--- src/rtl/dbus_xbar_reg.sv ---
// Registered CPU data-bus decoder: latches one master request, drives a single decoded slave,
// and returns registered read data, turning unmapped or timed-out accesses into a bus error.
module dbus_xbar_reg #(
   parameter int unsigned          NSLAVE   = 6,
   parameter logic [NSLAVE*32-1:0] SLV_BASE = {32'h1FD00500, 32'h1FD00400, 32'h1FD003F0,
                                               32'h1B000000, 32'h1E000000, 32'h00000000},
   parameter logic [NSLAVE*32-1:0] SLV_MASK = {32'hFFFFFF00, 32'hFFFFFF00, 32'hFFFFFFF0,
                                               32'hFF000000, 32'hFF000000, 32'hFF000000},
   parameter int unsigned          TIMEOUT  = 256,
   parameter logic [31:0]          ERR_DATA = 32'hDEADBEEF
) (
   input  logic                   clk,
   input  logic                   rst_n,
   input  logic [31:0]            master_address,
   input  logic [3:0]             master_byteenable,
   input  logic                   master_read,
   input  logic                   master_write,
   input  logic [31:0]            master_wrdata,
   output logic [31:0]            master_rddata,
   output logic                   master_stall,
   output logic [31:0]            slv_address,
   output logic [31:0]            slv_wrdata,
   output logic [3:0]             slv_byteenable,
   output logic [NSLAVE-1:0]      slv_rd,
   output logic [NSLAVE-1:0]      slv_wr,
   input  logic [NSLAVE*32-1:0]   slv_rddata,
   input  logic [NSLAVE-1:0]      slv_stall,
   output logic                   bus_error,
   output logic [31:0]            err_address,
   input  logic                   err_clr
);

   localparam int unsigned IdxW = (NSLAVE > 1) ? $clog2(NSLAVE) : 1;
   localparam int unsigned CntW = (TIMEOUT > 1) ? $clog2(TIMEOUT) : 1;
   localparam logic [CntW-1:0] CntLast = CntW'(TIMEOUT - 1);

   typedef enum logic [1:0] {StIdle, StAccess, StResp} state_e;

   state_e            state_q, state_d;
   logic [31:0]       addr_q, addr_d;
   logic [31:0]       slv_addr_q, slv_addr_d;
   logic [31:0]       wdata_q, wdata_d;
   logic [3:0]        be_q, be_d;
   logic              wr_q, wr_d;
   logic [IdxW-1:0]   idx_q, idx_d;
   logic [31:0]       rdata_q, rdata_d;
   logic              bus_err_q, bus_err_d;
   logic [31:0]       err_addr_q, err_addr_d;
   logic [CntW-1:0]   cnt_q, cnt_d;

   logic              dec_hit;
   logic [IdxW-1:0]   dec_idx;
   logic [31:0]       dec_mask;
   logic              err_set;
   logic [NSLAVE-1:0] sel_onehot;
   logic [31:0]       sel_rddata;

   // Scan downwards so the lowest matching index wins.
   always_comb begin
      dec_hit  = 1'b0;
      dec_idx  = '0;
      dec_mask = SLV_MASK[31:0];
      for (int i = int'(NSLAVE) - 1; i >= 0; i--) begin
         if ((master_address & SLV_MASK[i*32 +: 32]) ==
             (SLV_BASE[i*32 +: 32] & SLV_MASK[i*32 +: 32])) begin
            dec_hit  = 1'b1;
            dec_idx  = IdxW'(i);
            dec_mask = SLV_MASK[i*32 +: 32];
         end
      end
   end

   always_comb begin
      sel_onehot = NSLAVE'(1) << idx_q;
      sel_rddata = slv_rddata[32*int'(idx_q) +: 32];
   end

   always_comb begin
      state_d    = state_q;
      addr_d     = addr_q;
      slv_addr_d = slv_addr_q;
      wdata_d    = wdata_q;
      be_d       = be_q;
      wr_d       = wr_q;
      idx_d      = idx_q;
      rdata_d    = rdata_q;
      err_addr_d = err_addr_q;
      cnt_d      = cnt_q;
      err_set    = 1'b0;
      unique case (state_q)
         StIdle: begin
            if (master_read || master_write) begin
               addr_d     = master_address;
               slv_addr_d = master_address & ~dec_mask;
               wdata_d    = master_wrdata;
               be_d       = master_byteenable;
               wr_d       = master_write;
               idx_d      = dec_idx;
               cnt_d      = '0;
               if (dec_hit) begin
                  state_d = StAccess;
               end else begin
                  err_set    = 1'b1;
                  err_addr_d = master_address;
                  rdata_d    = master_write ? 32'h0 : ERR_DATA;
                  state_d    = StResp;
               end
            end
         end
         StAccess: begin
            cnt_d = cnt_q + CntW'(1);
            if (!slv_stall[idx_q]) begin
               rdata_d = wr_q ? 32'h0 : sel_rddata;
               state_d = StResp;
            end else if ((TIMEOUT != 0) && (cnt_q == CntLast)) begin
               err_set    = 1'b1;
               err_addr_d = addr_q;
               rdata_d    = wr_q ? 32'h0 : ERR_DATA;
               state_d    = StResp;
            end
         end
         StResp: begin
            state_d = StIdle;
            cnt_d   = '0;
         end
         default: state_d = StIdle;
      endcase
      // A new error outranks a simultaneous clear.
      bus_err_d = err_set ? 1'b1 : (err_clr ? 1'b0 : bus_err_q);
   end

   always_ff @(posedge clk or negedge rst_n) begin
      if (!rst_n) begin
         state_q    <= StIdle;
         addr_q     <= '0;
         slv_addr_q <= '0;
         wdata_q    <= '0;
         be_q       <= '0;
         wr_q       <= 1'b0;
         idx_q      <= '0;
         rdata_q    <= '0;
         bus_err_q  <= 1'b0;
         err_addr_q <= '0;
         cnt_q      <= '0;
      end else begin
         state_q    <= state_d;
         addr_q     <= addr_d;
         slv_addr_q <= slv_addr_d;
         wdata_q    <= wdata_d;
         be_q       <= be_d;
         wr_q       <= wr_d;
         idx_q      <= idx_d;
         rdata_q    <= rdata_d;
         bus_err_q  <= bus_err_d;
         err_addr_q <= err_addr_d;
         cnt_q      <= cnt_d;
      end
   end

   always_comb begin
      slv_rd       = '0;
      slv_wr       = '0;
      master_stall = 1'b0;
      unique case (state_q)
         StIdle:   master_stall = master_read | master_write;
         StAccess: begin
            master_stall = 1'b1;
            if (wr_q) slv_wr = sel_onehot;
            else      slv_rd = sel_onehot;
         end
         default:  master_stall = 1'b0;
      endcase
   end

   assign master_rddata  = rdata_q;
   assign slv_address    = slv_addr_q;
   assign slv_wrdata     = wdata_q;
   assign slv_byteenable = be_q;
   assign bus_error      = bus_err_q;
   assign err_address    = err_addr_q;

endmodule
--- config.mk ---
export PLATFORM = sky130hd
export DESIGN_NAME = dbus_xbar_reg
export DESIGN_NICKNAME = d
export VERILOG_FILES = /design/src/rtl/dbus_xbar_reg.sv
export SDC_FILE = /design/constraint.sdc
export NUM_CORES = 1
export LEC_CHECK = 0
export CORE_MARGIN = 2
export CORE_UTILIZATION = 35
export DETAILED_ROUTE_END_ITERATION = 10
export PLACE_DENSITY = 0.8
export SYNTH_ARGS = -nofsm -noshare
export SYNTH_HDL_FRONTEND = slang
export SYNTH_SLANG_ARGS = --single-unit
--- constraint.sdc ---
create_clock -name clk -period 4.01 [get_ports clk]
set_input_delay 0.6015 -clock clk [delete_from_list [all_inputs] [get_ports clk]]
set_output_delay 0.6015 -clock clk [all_outputs]
set_load 0.03 [all_outputs]
==> flow_summary.json, run 1 <==
{
  "cp_slowest_stage_delay_ns": 0.70,
  "setup_tns_ns": 0,
  "synth-edff-count": 0,
  "finalMaxSlewViolations": 0,
  "ant_nets": 0,
  "finalCritPeriodShare": 0.866,
  "fin_skew_ns": 0.0144,
  "io-pin-count": 417,
  "path_buf_inv": 1,
  "drc": 0,
  "ys_seq_elements": 167,
  "dieArea_um2": 27000,
  "intPower_uw": 3860,
  "drt_iter0_drc": 591,
  "worstPathRequired_ns": 3.41,
  "seqPwrFrac": 0.368,
  "vdd_ir_drop_max_v": 0.000250,
  "syn_avg_cell_area_um2": 9.65,
  "drive_gt1_frac": 0.112,
  "synth_cell_type_count": 52,
  "period_minus_slack_ns": 3.47,
  "root_buffer": "clkbuf_16",
  "wl_mm": 32.3,
  "grt_pass1_vias": 8648,
  "switching_share": 0.349,
  "cts_tree": "done",
  "cp-start-kind": "register",
  "gp_congestion": 0.845,
  "routedWlPerCell_um": 19.6,
  "p_clk_frac": 0.294,
  "path_delay_family": "simple AND/OR/NAND/NOR gates",
  "power_frac_comb": 0.338,
  "yosys_most_used_dff": "dfrtp_1",
  "fmax_ghz": 0.288,
  "rsz0062_at_grt": "false",
  "row_count": 58,
  "yosys.area.top_type": "dfrtp_1",
  "holdBufCountCts": 0,
  "path_class": "register to output port",
  "post-place-cells": 1617,
  "port_buffers": 408,
  "die-height_um": 164,
  "cp_data_arrival_time_ns": 2.87,
  "synth_area_leaders": "dfrtp_1 (46%), nand2_1 (14%), mux4_2 (8.0%)",
  "tritoncts.num_buffers": 17,
  "post_cts_buffers": 0,
  "grt_overflow": 0,
  "status": "finished clean",
  "clock_sinks": 167,
  "final_cells": 1650,
  "ys_seq_area_frac": 0.465,
  "power_density_nw_per_um2": 427,
  "area_growth_syn_to_layout_pct": 54.3,
  "max_cap_viol_count": 0,
  "critical_path.cell_chain": "or2b_2, nor2_2, nand2_1, nor3_1, clkdlybuf4s50_1",
  "critPathMaxFanout": 42,
  "hold_viol": 0,
  "firstDrtPassIters": 5,
  "start_util": 0.357,
  "ctsLongestPathBuffers": 2,
  "hold_path.class": "primary input to asynchronous set/reset pin",
  "via_per_inst": 5.12,
  "synth_top_area_share": 0.465,
  "netlist_area_um2": 8990,
  "fillCellCount": 2217,
  "cts_resized": 0,
  "grt_max_degree": 97,
  "grt_pass1_wl_mm": 48.1,
  "relSlewSlack": 0.155,
  "end_kind": "output port",
  "pre_cts_ws_ns": 0.340,
  "clkTransAtPathRegs_ns": 0.07,
  "fp.dieW_um": 164,
  "core_area_um2": 25200,
  "worstMarginPinSlew_ns": 1.27,
  "critical_path.slowest_cell": "clkdlybuf4s50_1",
  "async_reset_ff_frac": 1.00,
  "fin_ws_ns": 0.536,
  "whs_ns": 0.196,
  "hpwl_mm": 24.1,
  "p_sw_uw": 2070,
  "nets": 1578,
  "vias": 8452,
  "antenna_found_initial": 1,
  "netlist_instances": 932,
  "grtUsageTotal": 0.234,
  "multi_input_area_um2": 4280,
  "setup_violations": 0,
  "p_leak_uw": 0.00604,
  "clk_latency_ns": 0.43,
  "htree_levels": 4,
  "ff_latch_area_um2": 4180,
  "yosysWarnings": 0
}
-- sequential cells by signal, summed over array words and instances (netlist names) --
register	cells
wr_q	1
master_rddata	32
slv_address	20
err_address	32
state_q	2
addr_q	32
bus_error	1
slv_wrdata	32
cnt_q	8
idx_q	3
slv_byteenable	4
-- power by group through the flow --
stage          clock (uW)  combinational, uW  sequential [uW]
2_1_floorplan           0                564             2660
3_3_place_gp            0               1980             2190
3_5_place_dp            0               2010             2210
4_1_cts              1780               2020             2180
5_1_grt              1850               2130             2220
6_report             1740               2000             2180
-- final timing paths --
| kind | slack, ns | cells past startpoint | start | to |
|---|---|---|---|---|
| worst max-delay path | 0.54 | 5 | state_q[1]$_DFFE_PN0P_ | slv_rd[1] |
| worst min-delay path | 0.20 | 1 | rst_n | master_rddata[28]$_DFFE_PN0P_ |
| max in group asynchronous | 2.98 | 2 | rst_n | addr_q[2]$_DFFE_PN0P_ |
| min in group clk | 0.48 | 2 | addr_q[9]$_DFFE_PN0P_ | addr_q[9]$_DFFE_PN0P_ |
| worst max register to register | 1.02 | 5 | state_q[1]$_DFFE_PN0P_ | err_address[16]$_DFFE_PN0P_ |
| worst min register to register | 0.48 | 2 | addr_q[9]$_DFFE_PN0P_ | addr_q[9]$_DFFE_PN0P_ |
-- logic make-up (layout without fill, tap and decap cells) --
kind of cell	count (synthesis)	count (layout)	share of synthesized area
muxes	123	123	0.186
adders and majority gates	1	1	0.00139
and+or+nand+nor	420	420	0.197
DFF	167	167	0.465
buffers and inverters	112	492	0.0650
other	1	9	0.000417
AOI/OAI and AO/OA	108	108	0.0855
-- layer usage --
layer  track usage  vias to the layer above  routed length [um]
li1              -                     3879                   -
met1         0.268                     4181               12100
met2         0.425                      353               16900
met3        0.0606                       39                2680
met4        0.0722                        0                 625
met5             0                        -                   0
-- stage by stage --
stage                util  power (uW)  area, um2
floorplan               -        3220       9020
global placement    0.526        4170      13200
detailed placement  0.526        4220      13200
CTS                 0.551        5980      13900
global route        0.551        6200      13900
finish              0.551        5930      13900
-- cell usage in the layout, fill, tap and decap left out, types with 3 or more instances in the layout --
master,Yosys,routed
clkdlybuf4s50_1,0,403
mux2_2,35,35
nand2_1,336,336
nor4b_1,3,3
dfrtp_1,167,165
clkinv_8,0,4
a21oi_1,29,29
o22ai_1,8,8
mux4_2,32,32
nand4_1,6,6
inv_8,1,4
buf_4,13,20
o21ai_0,11,11
inv_1,34,34
clkbuf_16,0,17
a22o_1,12,12
conb_1,1,8
mux2i_1,56,56
o211ai_1,25,25
nand2b_1,26,26
nor3_1,5,5
and3_1,3,3
nand3_1,4,4
a22o_2,8,8
nor2_1,18,16
nor4_1,5,5
-- synthesized netlist by cell type (2+ instances only) --
| cell | n |
|---|---|
| a21oi_1 | 29 |
| o21a_1 | 3 |
| nor2b_1 | 3 |
| mux4_2 | 32 |
| buf_2 | 7 |
| o21ai_0 | 11 |
| nor4b_1 | 3 |
| a22o_2 | 8 |
| mux2_2 | 35 |
| nand3_1 | 4 |
| inv_1 | 34 |
| nand2_1 | 336 |
| o31ai_1 | 2 |
| or4_4 | 2 |
| nand2b_1 | 26 |
| nor4_1 | 5 |
| buf_6 | 5 |
| a22o_1 | 12 |
| a31oi_1 | 2 |
| mux2i_1 | 56 |
| o211ai_1 | 25 |
| nand4_1 | 6 |
| or2b_2 | 2 |
| and3_1 | 3 |
| o22ai_1 | 8 |
| buf_8 | 2 |
| nor3_1 | 5 |
| nor2_1 | 18 |
| buf_1 | 9 |
| clkbuf_1 | 39 |
| buf_4 | 13 |
| dfrtp_1 | 167 |
-- cell type report --
| type | count | share of cell area |
|---|---|---|
| well taps | 330 | 0.0298 |
| flip-flops and latches | 167 | 0.302 |
| multi-input cells | 660 | 0.309 |
| inverters | 35 | 0.0100 |
| clock buffers | 17 | 0.0307 |
| diodes | 1 | 0.000180 |
| clock inverters | 15 | 0.0151 |
| repair buffers | 425 | 0.304 |
No activity file was read; power rests on OpenSTA's default activity.
==> run 2: changes to the inputs <==
REMOVE_ABC_BUFFERS = 1   (was not set)
==> flow_summary.json, run 2 (synthesis gave the netlist of run 1 again) <==
{
  "status": "finished clean",
  "crit_start": "idx_q[1]$_DFFE_PN0P_",
  "htree_levels": 4,
  "finalCritPeriodShare": 0.829,
  "root_buffer": "clkbuf_16",
  "port_buffers": 408,
  "vias": 8308,
  "cp_slowest_stage_delay_ns": 0.78,
  "firstDrtPassIters": 7,
  "antenna_found_initial": 3,
  "crit_cells": 5,
  "end_kind": "output port",
  "pre_cts_ws_ns": 0.555,
  "rsz0062_at_grt": "false",
  "grt_max_degree": 90,
  "cp_data_arrival_time_ns": 2.72,
  "clkTransAtPathRegs_ns": 0.07,
  "die-height_um": 164,
  "path_class": "register to output port",
  "cts_resized": 0,
  "final_common_cell": "clkdlybuf4s50_1",
  "wl_mm": 31.5,
  "grt_overflow": 0,
  "setup_violations": 0,
  "timing.rr.end": "err_address[26]$_DFFE_PN0P_",
  "cts_tree": "done",
  "path_delay_family": "buffers and inverters",
  "critical_path.slowest_cell": "clkdlybuf4s50_1",
  "reg2reg_from": "state_q[1]$_DFFE_PN0P_",
  "period_minus_slack_ns": 3.32,
  "holdBufCountCts": 0,
  "io-pin-count": 417,
  "clock_sinks": 167,
  "fmax_ghz": 0.301,
  "ant_nets": 0,
  "path_buf_inv": 3,
  "vdd_ir_drop_max_v": 0.000250,
  "grt_pass1_vias": 8624,
  "crit_end": "slv_rd[2]",
  "power_density_nw_per_um2": 420,
  "fp.dieW_um": 164,
  "routedWlPerCell_um": 19.1,
  "r2r_slack_ns": 1.13,
  "drt_iter0_drc": 457,
  "nets": 1579,
  "layout_common_cells": "clkdlybuf4s50_1 (407), nand2_1 (336), dfrtp_1 (165), mux2i_1 (56), mux2_2 (35)",
  "hold_path.class": "primary input to asynchronous set/reset pin",
  "worstPathRequired_ns": 3.41,
  "drive_gt1_frac": 0.111,
  "grtUsageTotal": 0.232,
  "via_per_inst": 5.03,
  "clk_latency_ns": 0.43,
  "max_cap_viol_count": 0,
  "hpwl_mm": 23.7,
  "ctsLongestPathBuffers": 2,
  "post_cts_buffers": 0,
  "critPathMaxFanout": 19,
  "tritoncts.num_buffers": 17,
  "cp-start-kind": "register",
  "area_growth_syn_to_layout_pct": 54.2,
  "core_area_um2": 25200,
  "drc": 0,
  "gp_congestion": 0.922,
  "start_util": 0.357,
  "p_leak_uw": 0.00603,
  "utilization": 0.551,
  "worstMarginPinSlew_ns": 1.08,
  "finalMaxSlewViolations": 0,
  "fin_ws_ns": 0.687,
  "row_count": 58,
  "hold_viol": 0,
  "grt_pass1_wl_mm": 47.4,
  "reg2regPathDepth": 5,
  "fin_skew_ns": 0.0143,
  "dieArea_um2": 27000,
  "path_common_cell": "buf_4",
  "relSlewSlack": 0.278,
  "critical_path.cell_chain": "buf_4, buf_4, nand2b_1, nor4_1, clkdlybuf4s50_1"
}
## run 2: cell count changes in the layout (fill, tap and decap cells not counted)
cell and delta:
buf_4 -3, bufinv_16 -2, clkdlybuf4s50_1 +4, clkinv_4 +3, clkinvlp_4 -2, diode_2 +2, inv_6 -2, inv_8 +3
nand2b_1 -1, nand2b_2 +1
## run 2: area by class of cell
| class | instances | area [um2] |
|---|---|---|
| well taps | 330 | 413 |
| repair buffers | 426 | 4230 |
| clock inverters | 15 | 176 |
| flip-flops and latches | 167 | 4180 |
| fillers | 2208 | 11300 |
| diodes | 3 | 7.51 |
| clock buffers | 17 | 425 |
| multi-input cells | 660 | 4290 |
| inverters | 35 | 139 |
## run 2: worst min-delay path by stage
| stage | startpoint | slack (ns) | end |
|---|---|---|---|
| after floorplan | rst_n | 0.31 | addr_q[0]$_DFFE_PN0P_ |
| after global placement | slv_wrdata[20]$_DFFE_PN0P_ | 0.46 | slv_wrdata[20]$_DFFE_PN0P_ |
| after detailed placement | addr_q[6]$_DFFE_PN0P_ | 0.46 | addr_q[6]$_DFFE_PN0P_ |
| after CTS | rst_n | 0.29 | master_rddata[30]$_DFFE_PN0P_ |
| after global routing | rst_n | 0.32 | master_rddata[29]$_DFFE_PN0P_ |
| final | rst_n | 0.26 | master_rddata[30]$_DFFE_PN0P_ |
## run 2: power breakdown
group	internal [uW]	leakage (uW)	switching (uW)	total, uW
Combinational	908	0.00370	1080	1990
Sequential	1990	0.00204	187	2180
Clock	845	0.000294	814	1660
Total	3750	0.00603	2080	5830
## run 2: metrics by stage
stage | setup TNS (ns) | power (uW) | hold slack [ns] | cells | area (um2)
4_1_cts | 0 | 5890 | 0.292 | 1650 | 13900
3_5_place_dp | 0 | 4210 | 0.462 | 1618 | 13300
6_report | 0 | 5830 | 0.255 | 1653 | 13900
5_1_grt | 0 | 6120 | 0.322 | 1652 | 13900
2_1_floorplan | -115.81 | 3170 | 0.306 | 862 | 8570
3_3_place_gp | 0 | 4170 | 0.457 | 1618 | 13300
## run 2: per-layer routing
layer	vias to the layer above	share of wire	global-route usage	wire (um)
met4	0	0.033	0.0993	1040
met2	371	0.50	0.399	15700
li1	3890	-	-	-
met1	3998	0.37	0.264	11800
met5	-	0	0	0
met3	49	0.095	0.0737	2990
